File: src/rtl/img_loader.sv
`timescale 1ns/1ps
`default_nettype none
// ============================================================================
// Module      : img_loader
// Description : Write end of the 160x120 8-bit grayscale frame memory.
//               Turns a raster-ordered valid/ready pixel stream into a
//               registered write port (x, y, linear address, data).
//               Optional fill engine enabled by IMG_LOADER_CLEAR_EN.
// Revision    : 1.0 - initial release
// ============================================================================
module img_loader #(
  parameter int IMG_WIDTH  = 160,
  parameter int IMG_HEIGHT = 120
) (
  input  logic                                     clk,
  input  logic                                     reset_n,
  input  logic                                     s_valid,
  input  logic [7:0]                               s_data,
  input  logic                                     s_sof,
  output logic                                     s_ready,
  input  logic                                     clear_start,
  input  logic [7:0]                               fill_value,
  output logic                                     wr_en,
  output logic [$clog2(IMG_WIDTH)-1:0]             wr_x,
  output logic [$clog2(IMG_HEIGHT)-1:0]            wr_y,
  output logic [$clog2(IMG_WIDTH*IMG_HEIGHT)-1:0]  wr_addr,
  output logic [7:0]                               wr_data,
  output logic                                     busy,
  output logic                                     frame_done,
  output logic                                     clear_done,
  output logic                                     sync_err
);

  localparam int XW = $clog2(IMG_WIDTH);
  localparam int YW = $clog2(IMG_HEIGHT);
  localparam int AW = $clog2(IMG_WIDTH*IMG_HEIGHT);

  localparam logic [XW-1:0] C_X_LAST   = XW'(IMG_WIDTH - 1);
  localparam logic [AW-1:0] C_A_LAST   = AW'(IMG_WIDTH*IMG_HEIGHT - 1);
  localparam logic [AW-1:0] C_A_PENULT = AW'(IMG_WIDTH*IMG_HEIGHT - 2);

  typedef enum logic [1:0] {
    ST_IDLE  = 2'd0,
    ST_LOAD  = 2'd1,
    ST_CLEAR = 2'd2
  } state_t;

  state_t          state_q, state_d;
  logic            wr_en_q, wr_en_d;
  logic [XW-1:0]   x_q, x_d;
  logic [YW-1:0]   y_q, y_d;
  logic [AW-1:0]   addr_q, addr_d;
  logic [7:0]      data_q, data_d;
  logic            frame_done_q, frame_done_d;
  logic            clear_done_q, clear_done_d;
  logic            sync_err_q, sync_err_d;

  logic            w_accept;
  logic            w_x_wrap;
  logic [XW-1:0]   w_x_next;
  logic [YW-1:0]   w_y_next;
  logic [AW-1:0]   w_addr_next;
  logic            w_next_is_last;

  // Ready depends only on state: the stream is stalled while filling.
  assign s_ready  = (state_q != ST_CLEAR);
  assign busy     = (state_q != ST_IDLE);
  assign w_accept = s_valid & s_ready;

  // Next raster position after the last written one; address stays in step
  // with x/y by incrementing, so no multiplier is needed.
  assign w_x_wrap       = (x_q == C_X_LAST);
  assign w_x_next       = w_x_wrap ? '0 : x_q + XW'(1);
  assign w_y_next       = w_x_wrap ? y_q + YW'(1) : y_q;
  assign w_addr_next    = addr_q + AW'(1);
  assign w_next_is_last = (addr_q == C_A_PENULT);

`ifdef IMG_LOADER_CLEAR_EN
  logic [7:0] fill_q, fill_d;
`else
  logic w_unused_clear;
  assign w_unused_clear = clear_start ^ (^fill_value);
`endif

  // Next-state and next-write computation; all outputs registered.
  always_comb begin
    state_d      = state_q;
    wr_en_d      = 1'b0;
    x_d          = x_q;
    y_d          = y_q;
    addr_d       = addr_q;
    data_d       = data_q;
    frame_done_d = 1'b0;
    clear_done_d = 1'b0;
    sync_err_d   = 1'b0;
`ifdef IMG_LOADER_CLEAR_EN
    fill_d       = fill_q;
`endif
    case (state_q)
      ST_IDLE: begin
        if (w_accept && s_sof) begin
          wr_en_d = 1'b1;
          x_d     = '0;
          y_d     = '0;
          addr_d  = '0;
          data_d  = s_data;
          state_d = ST_LOAD;
        end
`ifdef IMG_LOADER_CLEAR_EN
        else if (clear_start) begin
          fill_d  = fill_value;
          wr_en_d = 1'b1;
          x_d     = '0;
          y_d     = '0;
          addr_d  = '0;
          data_d  = fill_value;
          state_d = ST_CLEAR;
        end
`endif
      end
      ST_LOAD: begin
        if (w_accept) begin
          wr_en_d = 1'b1;
          data_d  = s_data;
          if (s_sof) begin
            // Resync: restart the raster at the origin.
            x_d        = '0;
            y_d        = '0;
            addr_d     = '0;
            sync_err_d = 1'b1;
          end else begin
            x_d    = w_x_next;
            y_d    = w_y_next;
            addr_d = w_addr_next;
            if (w_next_is_last) begin
              frame_done_d = 1'b1;
              state_d      = ST_IDLE;
            end
          end
        end
      end
      ST_CLEAR: begin
`ifdef IMG_LOADER_CLEAR_EN
        // Stay here through the final fill write, leave on the cycle after.
        if (addr_q == C_A_LAST) begin
          state_d = ST_IDLE;
        end else begin
          wr_en_d = 1'b1;
          x_d     = w_x_next;
          y_d     = w_y_next;
          addr_d  = w_addr_next;
          data_d  = fill_q;
          if (w_next_is_last) clear_done_d = 1'b1;
        end
`else
        state_d = ST_IDLE;
`endif
      end
      default: state_d = ST_IDLE;
    endcase
  end

  // State and output registers with synchronous active-low reset.
  always_ff @(posedge clk) begin
    if (!reset_n) begin
      state_q      <= ST_IDLE;
      wr_en_q      <= 1'b0;
      x_q          <= '0;
      y_q          <= '0;
      addr_q       <= '0;
      data_q       <= '0;
      frame_done_q <= 1'b0;
      clear_done_q <= 1'b0;
      sync_err_q   <= 1'b0;
    end else begin
      state_q      <= state_d;
      wr_en_q      <= wr_en_d;
      x_q          <= x_d;
      y_q          <= y_d;
      addr_q       <= addr_d;
      data_q       <= data_d;
      frame_done_q <= frame_done_d;
      clear_done_q <= clear_done_d;
      sync_err_q   <= sync_err_d;
    end
  end

`ifdef IMG_LOADER_CLEAR_EN
  // Fill value latched when a clear is accepted.
  always_ff @(posedge clk) begin
    if (!reset_n) fill_q <= '0;
    else          fill_q <= fill_d;
  end
  assign clear_done = clear_done_q;
`else
  assign clear_done = 1'b0;
  logic w_unused_cd;
  assign w_unused_cd = clear_done_q;
`endif

  assign wr_en      = wr_en_q;
  assign wr_x       = x_q;
  assign wr_y       = y_q;
  assign wr_addr    = addr_q;
  assign wr_data    = data_q;
  assign frame_done = frame_done_q;
  assign sync_err   = sync_err_q;

endmodule
`default_nettype wire

File: config.mk
export PLATFORM = sky130hd
export DESIGN_NAME = img_loader
export DESIGN_NICKNAME = d
export VERILOG_FILES = /design/src/rtl/img_loader.sv
export SDC_FILE = /design/constraint.sdc
export NUM_CORES = 1
export LEC_CHECK = 0
export BUFFER_PORTS_ARGS = -buffer_cell sky130_fd_sc_hd__buf_4
export CORE_MARGIN = 2
export CORE_UTILIZATION = 47
export CTS_BUF_LIST = sky130_fd_sc_hd__clkbuf_2
export DETAILED_ROUTE_END_ITERATION = 16
export PLACE_DENSITY = 0.83
export SLEW_MARGIN = 20
export SYNTH_ARGS = -nofsm -noshare
export SYNTH_HDL_FRONTEND = slang
export SYNTH_SLANG_ARGS = --single-unit
File: constraint.sdc
create_clock -name clk -period 1.7 [get_ports clk]
set_clock_uncertainty 0.2 [all_clocks]
set_input_delay 0.34 -clock clk [delete_from_list [all_inputs] [get_ports clk]]
set_output_delay 0.34 -clock clk [all_outputs]
set_load 0.1 [all_outputs]
After elaboration in Yosys (flattened, before gate mapping) --
Index checks and enable logic that the tools add are counted.
Storage, ports and cells: register bits 43, bits in latches 0, RAM bits 0, memory bits (read-only) 0, bits of input ports 21, output and inout bits 44, logic and storage cells 60, memories kept 0
Cells by class: add/subtract/negate cells 3, multipliers 0, divide/modulo/power cells 0, $lt $le $gt $ge 0, equal/unequal tests 9, shift-type cells 0, mux-type cells 27, bitwise gates (word level) 4, reduce and logical (&&, ||, !) cells 9
Operators with widths (number):
- $mux 8 | 6
- $mux 15 | 3
- $pmux 8 s2 | 2
- $pmux 15 s2 | 1
- $mux 7 | 4
- $add 15x1->15 const B | 1
- $eq 15x15->1 const B | 1
- $pmux 7 s2 | 1
- $ne 2x2->1 const B | 5
- $add 8x1->8 const B | 1
- $eq 8x8->1 const B | 1
- $mux 2 | 4
- $reduce_and 4->1 | 2
- $add 7x1->7 const B | 1
- $reduce_and 3->1 | 2
- $mux 1 | 4
- $pmux 2 s2 | 1
- $reduce_bool 2->1 | 2
- $reduce_or 4->1 | 1
- $ne 3x3->1 const B | 1
- $not 1->1 | 3
- $eq 2x1->1 const B | 1
- $logic_not 2->1 | 1
- $pmux 1 s2 | 1
- 2 further kinds | 2

Logic depth before layout (Yosys ltp) --
Gate-level depths: netlist of the first run.
word-level depth 5, depth in mapped cells 6, gate-level depth less buffers 6

Worst setup path after synthesis of the first run --
Ideal clock, no wire load.
path kind reg2reg, start point register addr_q[0], in the netlist wr_addr[0], end point register addr_q[14], in the netlist wr_addr[14], setup time 0.120 ns, data arrival time 2.269 ns, required time 1.380 ns, setup slack -0.888 ns, stages on the path, launching flop included 7, path buffers 1, clock period less this slack 2.588 ns, path through dfxtp_1 > ha_1 > and4_1 > buf_2 > nand2_1 > o211a_1 > a211o_1
Between the ends: cells in the longest elaborated chain, start to end 4
RTL lines:
- start, declared | line 52 | logic [AW-1:0] addr_q, addr_d;
- start signal, assigned | line 180 | addr_q <= addr_d;
- $add 15x1->15 | line 75 | assign w_addr_next = addr_q + AW'(1);
- $mux 15 | line 125 | if (s_sof) begin
- $mux 15 | line 122 | if (w_accept) begin
- $pmux 15 s2 | line 99 | case (state_q)
No other way between the ends. The select of a mux whose other input is x is not followed. A chain may end at the register's enable or synchronous reset.

Worst setup path after layout of the first run --
start point register x_q[1], in the netlist wr_x[1], end point register x_q[6], in the netlist wr_x[6]
Between the ends: cells in the longest elaborated chain, start to end 5, elaborated cells on any way between the ends 6, classes of those cells add/sub: 1; eq/ne: 1; mux: 4
RTL lines:
- start, declared | line 50 | logic [XW-1:0] x_q, x_d;
- start signal, assigned | line 168 | x_q <= '0;
- start signal, assigned | line 178 | x_q <= x_d;
- $add 8x1->8 or $eq 8x8->1 (tied branches) | line 73, 72
- $mux 8 * | line 73 | assign w_x_next = w_x_wrap ? '0 : x_q + XW'(1);
- $mux 8 * | line 125
- $mux 8 * | line 122
- $pmux 8 s2 * | line 99
Mark *: on every way between the ends. The rest lies on a longest branch, timed or not. The select of a mux whose other input is x is not followed.

==> results of run 1 <==
==> worst reg2reg max path, stage by stage (launching register included) <==
cell and delay (ps):
dfxtp_4 410, ha_4 150, nand4_1 140, buf_4 170, or4b_1 470, a21oi_1 130
==> final cells by class <==
class	instances	area share
Inverter	7	0.00829
Clock inverter	2	0.00276
Sequential cell	42	0.295
Multi-Input combinational cell	189	0.387
Clock buffer	6	0.00948
Timing Repair Buffer	94	0.278
Tap cell	52	0.0205
==> path summary, 6_finish.rpt <==
kind,startpoint,end,slack [ps]
worst min register to register,wr_data[0]$_SDFFE_PN0P_,wr_data[0]$_SDFFE_PN0P_,270
worst max register to register,wr_x[1]$_SDFFE_PN0P_,wr_x[6]$_SDFFE_PN0P_,-2
worst min-delay path,reset_n,wr_x[6]$_SDFFE_PN0P_,80
worst max-delay path,wr_x[1]$_SDFFE_PN0P_,wr_x[6]$_SDFFE_PN0P_,-2
==> flip-flops by register name (all words and copies together), names as in the netlist <==
signal / count
wr_addr: 15
wr_x: 8
wr_en: 1
state_q: 1
frame_done: 1
wr_y: 7
wr_data: 8
sync_err: 1
==> cell usage after synthesis, types with 4 or more instances <==
cell | number | share of area
dfxtp_1 | 42 | 0.41
a31oi_1 | 6 | 0.018
nand4_1 | 7 | 0.021
buf_2 | 6 | 0.015
xnor2_1 | 4 | 0.017
nand3_1 | 11 | 0.027
ha_1 | 4 | 0.024
nand2_1 | 33 | 0.060
nor2_1 | 20 | 0.036
nor3_1 | 6 | 0.015
and3_1 | 5 | 0.015
o21ai_0 | 14 | 0.034
a21oi_1 | 24 | 0.058
inv_1 | 7 | 0.013
and4_1 | 4 | 0.017
==> per-layer routing <==
layer,track usage,part of all wire
met1,0.283,0.43
met2,0.414,0.49
met3,0.0635,0.064
met4,0.0534,0.012
met5,0,0
==> cells by family (layout without fill, tap and decap cells) <==
family / after synthesis / in the layout
other cells: 2 / 2
xor+xnor: 6 / 6
mux: 1 / 1
compound gates: 63 / 63
buf+inv: 21 / 109
flops: 42 / 42
fa+ha+maj: 4 / 4
simple gates: 113 / 113
==> report_power, final <==
| part | internal, mW | switching, mW |
|---|---|---|
| sequential | 0.967 | 0.00842 |
| combinational | 0.109 | 0.224 |
| clock | 0.101 | 0.324 |
==> stage by stage <==
step | std cells | area (µm²) | hold WS (ps) | setup WS (ps)
6_report | 392 | 3170 | 75.6 | -1.83
5_1_grt | 392 | 3170 | 63.2 | -70.3
4_1_cts | 389 | 3030 | 59.7 | 2.78
3_5_place_dp | 372 | 2820 | 247 | -44.4
3_3_place_gp | 372 | 2820 | 242 | 43.4
2_1_floorplan | 252 | 2210 | 276 | -198
==> repair_timing <==
item / CTS / global route
endpoints found under the setup margin: 10 / 27
pin swaps: 1 / 4
hold buffers: 8 / 0
hold endpoints to repair: 8 / 0
buffers inserted: 1 / 3
gates resized for setup: 19 / 28
==> metrics.txt, run 1 <==
number of max-cap violations=0; Synth Area in Adders=0.0242; Synth Flop Type=dfxtp_1; Crit. path cell count=5; DIE AREA=4940 µm²; Yosys warning count=0; CTS tree=yes; type of the worst setup path=flip-flop to flip-flop; TNS Setup=-1.83 ps; maximum clock path buffer count=2; Synth Instances=252; Area Overhead vs Synth=53.3%; vias after detailed routing=2235; Synth Area in Simple Gates=0.299; H-tree lvl count=2; RePlAce Congestion=0.919; HP Class=primary input to flip-flop; DRC=0; final wirelength=5760 µm; wire per inst=14.7 µm; largest family of logic cells by synthesized area=simple AND/OR/NAND/NOR gates; Pwr Total=1.73 mW; commonest cells after routing, fill and taps aside=60 x buf_4, 31 x nand2_1, 23 x a21oi_1, 22 x dfxtp_4, 20 x nor2_1; drt pass-1 iters=6; Critical Path Source Type=flip-flop; initial antenna violation count=0; row count=24; DP Wirelength=4050 µm; share of cells above drive strength 1=0.418; area of the multi-input gates=1220 µm²; DRT antenna net count=0; max incr delay on CP=470 ps; Post-Synth XOR/XNOR Area=0.0254; Yosys reg bits=42; vias in the first global route=2104; first-pass GRT wire length=9450 µm; GRT overflow=0; Avg Cell Area, Syn=8.20 µm²; total track usage=0.235; max-slew violation total from the final report=0; Synth Area in Compound Gates=0.189; commonest non-fill, non-tap cell in the layout=buf_4; DR iter-0 viols=205; Highest Clock Rate=0.588 GHz; chip width=70.3 µm; sequential fraction of the synthesis area=0.407; post-route setup slack=-1.83 ps; Async S/R FF share, synth=0; Final Hold Viols=0; drt via density=5.70; Static Leak=1.28 nW; root buffer cell=clkbuf_2; clk_lat worst skew=410 ps; WHS Path Cells=3; CP Cell Sequence=ha_4 > nand4_1 > buf_4 > or4b_1 > a21oi_1; Top Ports=65; # port buffers=53; Pwr per Cell Area=547 nW/µm²; core area=4290 µm²; Setup crit end kind=flip-flop; fillers=325; period utilization=1.00; Post-Syn Area=2070 µm²; Post-synth EDFFs=0; Critical Path RT=1860 ps; Nets=364; CP Max Fanout=5; Reg area=933 µm²; Period minus WS final=1700 ps; CTS Buf Count=5; RSZ-0062 raised after global routing=yes; largest net degree at the start of global routing=15; Synth Net Count=277; Peak VDD IR=0.487 mV; final antenna diode count=0; failing checks=negative setup slack; multiplexer area fraction after synthesis=0.00484; Crit path buffers/inverters=1; Final setup viols=1; Final Core Density=0.738; reg2reg path depth=5; WP data arrival=1860 ps; TritonCTS Sinks=42; CP max-delay cell=or4b_1; Initial Utilization=0.481; CP top delay family=simple AND/OR/NAND/NOR gates; run status=finished, violations left; post-synth cell types=49; Die Height=70.3 µm; clock slew at reported path FFs=210 ps
(Power assumes the default switching activity.)
==> run 2, diff against run 1 <==
--- a/config.mk
+++ b/config.mk
@@ -5,6 +5,7 @@
 export SDC_FILE = /design/constraint.sdc
 export NUM_CORES = 1
 export LEC_CHECK = 0
+export ABC_AREA = 1
 export BUFFER_PORTS_ARGS = -buffer_cell sky130_fd_sc_hd__buf_4
 export CORE_MARGIN = 2
 export CORE_UTILIZATION = 47
==> metrics.txt, run 2 <==
Top Layer Used=met4; CTS Buf Count=5; placed cell count=399; Pwr per Cell Area=640 nW/µm²; Yosys warning count=0; Final Hold Viols=0; Pwr Total=1.84 mW; DP Wirelength=3690 µm; post-route setup slack=64.5 ps; largest net degree at the start of global routing=22; initial antenna violation count=0; number of max-cap violations=0; vias in the first global route=2114; Final Core Density=0.669; WHS Path Cells=3; period utilization=0.962; max reg flops=15; run status=finished, final reports clean; Yosys reg bits=42; WP data arrival=1100 ps; area of the multi-input gates=1090 µm²; DR iter-0 viols=153; H-tree lvl count=2; Top Ports=65; Area Overhead vs Synth=38.8%; RR Startpoint=wr_x[0]$_SDFFE_PN0P_; Synth top cells by count=65 x nand2_1, 42 x dfxtp_1, 40 x nor2_1, 25 x a21oi_1, 23 x inv_1; max incr delay on CP=400 ps; Post-DP Area=2630 µm²; Reg area=920 µm²; synth top area cells=dfxtp_1 41%, nand2_1 12%, nor2_1 7.3%, a21oi_1 6.0%, nand3_1 5.1%; top-area cell type share of the netlist area=0.406; clk_lat worst skew=410 ps; DRT antenna net count=0; final wirelength=5280 µm; Synth area leader=dfxtp_1; GRT overflow=0; drt pass-1 iters=5; TritonCTS Sinks=42; Nets=390; hold_sp=s_sof; non-filler cells, final=418; Critical Path RT=1160 ps; Setup crit end kind=output pin; share of cells above drive strength 1=0.350; first-pass GRT wire length=9060 µm; Highest Clock Rate=0.611 GHz; reg2reg path depth=8; Synth Net Count=321; most frequent cell after synthesis=nand2_1; clock slew at reported path FFs=190 ps; CP Max Fanout=4; Die Height=70.4 µm; worst hold slack=44.2 ps; final antenna diode count=0; DIE AREA=4950 µm²; max-slew violation total from the final report=0; Post-Syn Area=2070 µm²; chip width=70.4 µm; row count=24; Static Leak=1.14 nW; wire per inst=12.6 µm; drt via density=5.14; CTS tree=yes; Critical Path Source Type=flip-flop; TNS Setup=0 ps; sequential fraction of the synthesis area=0.406; Final setup viols=0; commonest cells after routing, fill and taps aside=65 x nand2_1, 40 x nor2_1, 40 x buf_4, 24 x a21oi_1, 23 x inv_1; Place WS=84.1 ps; RSZ-0062 raised after global routing=no; # port buffers=53; commonest non-fill, non-tap cell in the layout=nand2_1; R2R Setup Slk=120 ps; Post-synth EDFFs=0; wire length on met1=2320 µm; core area=4290 µm²; post-synth cell types=33; CP max-delay cell=dfxtp_2; type of the worst setup path=flip-flop to output pin; Design Area, Final=2870 µm²; total track usage=0.225; Crit path buffers/inverters=1; Synth Instances=296; maximum clock path buffer count=2; Synth Flop Type=dfxtp_1; CP top delay family=flip-flops; CP Cell Sequence=buf_4; RePlAce Congestion=0.926; met2 WL=2600 µm; Reg-to-Reg End=wr_y[2]$_SDFFE_PN0P_; Async S/R FF share, synth=0; hold worst-path end=sync_err$_SDFF_PN0_; Period minus WS final=1640 ps; fillers=377; Peak VDD IR=0.527 mV; DRC=0; vias after detailed routing=2147; met3 wire length=299 µm; root buffer cell=clkbuf_2; Initial Utilization=0.482; Avg Cell Area, Syn=6.99 µm²; HP Class=primary input to flip-flop
==> run 2: cell types whose count changed in the layout (fill, tap and decap cells not counted), sizes merged, moves of 5 or more <==
cell | before | now
nand3 | 13 | 23
inv | 7 | 29
o21ai | 17 | 25
nor2 | 20 | 46
a31oi | 6 | 1
nand2 | 33 | 73
buf | 86 | 62
==> run 2: cell type report <==
type / count / share of cell area
well taps: 52 / 0.0227
flip-flops and latches: 42 / 0.320
multi-input cells: 215 / 0.380
clock buffers: 8 / 0.0139
repair buffers: 71 / 0.224
inverters: 30 / 0.0401
==> run 2: per-layer routing <==
metal	vias up	global-route usage
met5	-	0
met4	0	0.0684
met3	7	0.0577
met2	69	0.401
met1	970	0.261
li1	1101	-
==> run 2: what timing repair did <==
| action | CTS | global route |
|---|---|---|
| endpoints found under the setup margin | 1 | 25 |
| setup buffers | 0 | 2 |
| pin swaps | 0 | 3 |
| endpoints found under the hold margin | 11 | 0 |
| gates resized for setup | 1 | 24 |
| hold buffers | 9 | 0 |
==> run 2: worst max-delay path by stage <==
stage,start,to,slack (ps),cells after the start
after floorplan,wr_y[5]$_SDFFE_PN0P_,wr_y[6]$_SDFFE_PN0P_,1,5
after global placement,s_sof,wr_addr[6]$_SDFFE_PN0P_,130,8
after detailed placement,s_sof,wr_addr[6]$_SDFFE_PN0P_,80,8
after CTS,wr_addr[2]$_SDFFE_PN0P_,wr_addr[2],0.06,1
after global routing,wr_x[0]$_SDFFE_PN0P_,wr_y[2]$_SDFFE_PN0P_,0.02,8
final,wr_y[3]$_SDFFE_PN0P_,wr_y[3],60,1
==> run 2: power breakdown <==
part / total, mW / internal (mW) / switching (mW)
Clock: 0.442 / 0.121 / 0.321
Sequential: 1.00 / 0.986 / 0.0160
Combinational: 0.393 / 0.0985 / 0.294
Total: 1.84 / 1.21 / 0.631
==> run 2: kinds of logic (layout without fill, tap and decap cells) <==
family | Yosys count | count (layout) | synth area share
flip-flops | 42 | 42 | 0.406
buffers and inverters | 39 | 109 | 0.0810
AND/OR/NAND/NOR | 151 | 151 | 0.328
AO/OA/AOI/OAI | 58 | 58 | 0.157
other | 2 | 2 | 0.00363
adder cells (fa/ha/maj) | 4 | 4 | 0.0242
==> run 2: tightest hold or removal path, cell delays in order <==
cell	delay (ps)
buf_4	130
inv_1	90
nor3_1	60
==> run 3, diff against run 2 <==
--- a/config.mk
+++ b/config.mk
@@ -8,10 +8,10 @@
 export ABC_AREA = 1
 export BUFFER_PORTS_ARGS = -buffer_cell sky130_fd_sc_hd__buf_4
 export CORE_MARGIN = 2
-export CORE_UTILIZATION = 47
+export CORE_UTILIZATION = 50
 export CTS_BUF_LIST = sky130_fd_sc_hd__clkbuf_2
 export DETAILED_ROUTE_END_ITERATION = 16
-export PLACE_DENSITY = 0.83
+export PLACE_DENSITY = 0.84
 export SLEW_MARGIN = 20
 export SYNTH_ARGS = -nofsm -noshare
 export SYNTH_HDL_FRONTEND = slang
==> constraint.sdc (replaced) <==
create_clock -name clk -period 1.6 [get_ports clk]
set_clock_uncertainty 0.2 [all_clocks]
set_input_delay 0.32 -clock clk [delete_from_list [all_inputs] [get_ports clk]]
set_output_delay 0.32 -clock clk [all_outputs]
set_load 0.1 [all_outputs]
==> metrics.txt, run 3 (synthesis results as in run 2) <==
run status=finished, violations left; failing checks=negative setup slack; RePlAce Congestion=0.890; placed cell count=400; H-tree lvl count=2; Crit path top cell by count=nand2_1; DRT antenna net count=0; Final setup viols=1; post-route setup slack=-63.6 ps; Post-DP Area=2690 µm²; Die Height=68.3 µm; CTS Buf Count=5; WP data arrival=1820 ps; row count=23; HP Class=primary input to flip-flop; drt via density=5.53; initial antenna violation count=0; Final Hold Viols=0; Top Ports=65; Static Leak=1.30 nW; Critical Path Source Type=flip-flop; drt pass-1 iters=5; max incr delay on CP=440 ps; root buffer cell=clkbuf_2; final wirelength=6610 µm; Area Overhead vs Synth=59.8%; Design Area, Final=3310 µm²; largest net degree at the start of global routing=21; core area=4000 µm²; Peak VDD IR=0.583 mV; Setup crit end kind=flip-flop; Pwr Total=2.01 mW; Pwr per Cell Area=607 nW/µm²; clk_lat worst skew=430 ps; CP Max Fanout=4; maximum clock path buffer count=2; non-filler cells, final=425; DIE AREA=4670 µm²; DR iter-0 viols=150; Period minus WS final=1660 ps; final antenna diode count=0; TritonCTS Sinks=42; DRC=0; Nets=399; clock slew at reported path FFs=230 ps; CP Cell Sequence=ha_4 > nand2_4 > nor2_4 > nand3_4 > o21ai_1 > nand2_1 > nand2_1 > nor2_1; Initial Utilization=0.517; share of cells above drive strength 1=0.392; commonest non-fill, non-tap cell in the layout=nand2_1; vias in the first global route=2155; chip width=68.3 µm; fillers=246; max reg flops=15; number of max-cap violations=0; period utilization=1.04; type of the worst setup path=flip-flop to flip-flop; commonest cells after routing, fill and taps aside=65 x nand2_1, 40 x nor2_1, 27 x dfxtp_4, 26 x buf_4, 25 x buf_8; Highest Clock Rate=0.601 GHz; first-pass GRT wire length=9550 µm; CTS tree=yes; GRT overflow=0; max-slew violation total from the final report=0; total track usage=0.273; CP max-delay cell=dfxtp_4; DP Wirelength=3820 µm; Critical Path RT=1760 ps; # port buffers=53; wire per inst=15.5 µm; vias after detailed routing=2349; RSZ-0062 raised after global routing=yes
## run 3: worst max-delay path: cells and delay by family (launching register included)
kind,cells,cell delay [ps]
adder cells (fa/ha/maj),1,150
AO/OA/AOI/OAI,1,200
AND/OR/NAND/NOR,6,590
flip-flops,1,440
## run 3: area by class of cell
class | count | area, µm² | share of cell area
clock inverters | 2 | 8.76 | 0.00265
multi-input cells | 215 | 1130 | 0.341
inverters | 30 | 118 | 0.0356
flip-flops and latches | 42 | 955 | 0.289
clock buffers | 6 | 30.0 | 0.00908
well taps | 50 | 62.6 | 0.0189
repair buffers | 80 | 1010 | 0.304
## run 3: per-stage QoR
step	hold WS (ps)	util	setup slack, ps	setup TNS, ps
global placement	263	0.672	60.4	0
floorplan	255	-	-73.4	-418
detailed placement	269	0.672	4.04	0
global route	52.8	0.827	-114	-928
CTS	39.0	0.758	0.464	0
finish	85.9	0.827	-63.6	-63.6
## run 3: what timing repair did
item	CTS	global route
setup endpoints to repair	39	57
setup buffers	0	6
hold endpoints to repair	11	0
gates resized for setup	52	62
hold buffers	11	0
cloned	0	0
pin swaps	0	11
## run 3: where the power goes
group	internal, mW	switching [mW]	total (mW)
Sequential	1.04	0.0281	1.06
Combinational	0.148	0.325	0.473
Clock	0.107	0.363	0.470
Total	1.29	0.716	2.01
## run 3: layer usage
metal  global-route usage  part of all wire  up-vias
li1                     -                 -     1121
met3               0.0822             0.060       19
met2                0.475              0.52      101
met4                0.108             0.026        0
met1                0.312              0.39     1108
met5                    0                 0        -
## run 3: path summary, 6_finish.rpt
path	cells past startpoint	to	startpoint	slack, ps
max	8	wr_y[5]$_SDFFE_PN0P_	wr_x[0]$_SDFFE_PN0P_	-60
min	4	wr_addr[9]$_SDFFE_PN0P_	s_sof	90
max reg2reg	8	wr_y[5]$_SDFFE_PN0P_	wr_x[0]$_SDFFE_PN0P_	-60
min reg2reg	2	wr_y[4]$_SDFFE_PN0P_	wr_y[4]$_SDFFE_PN0P_	310
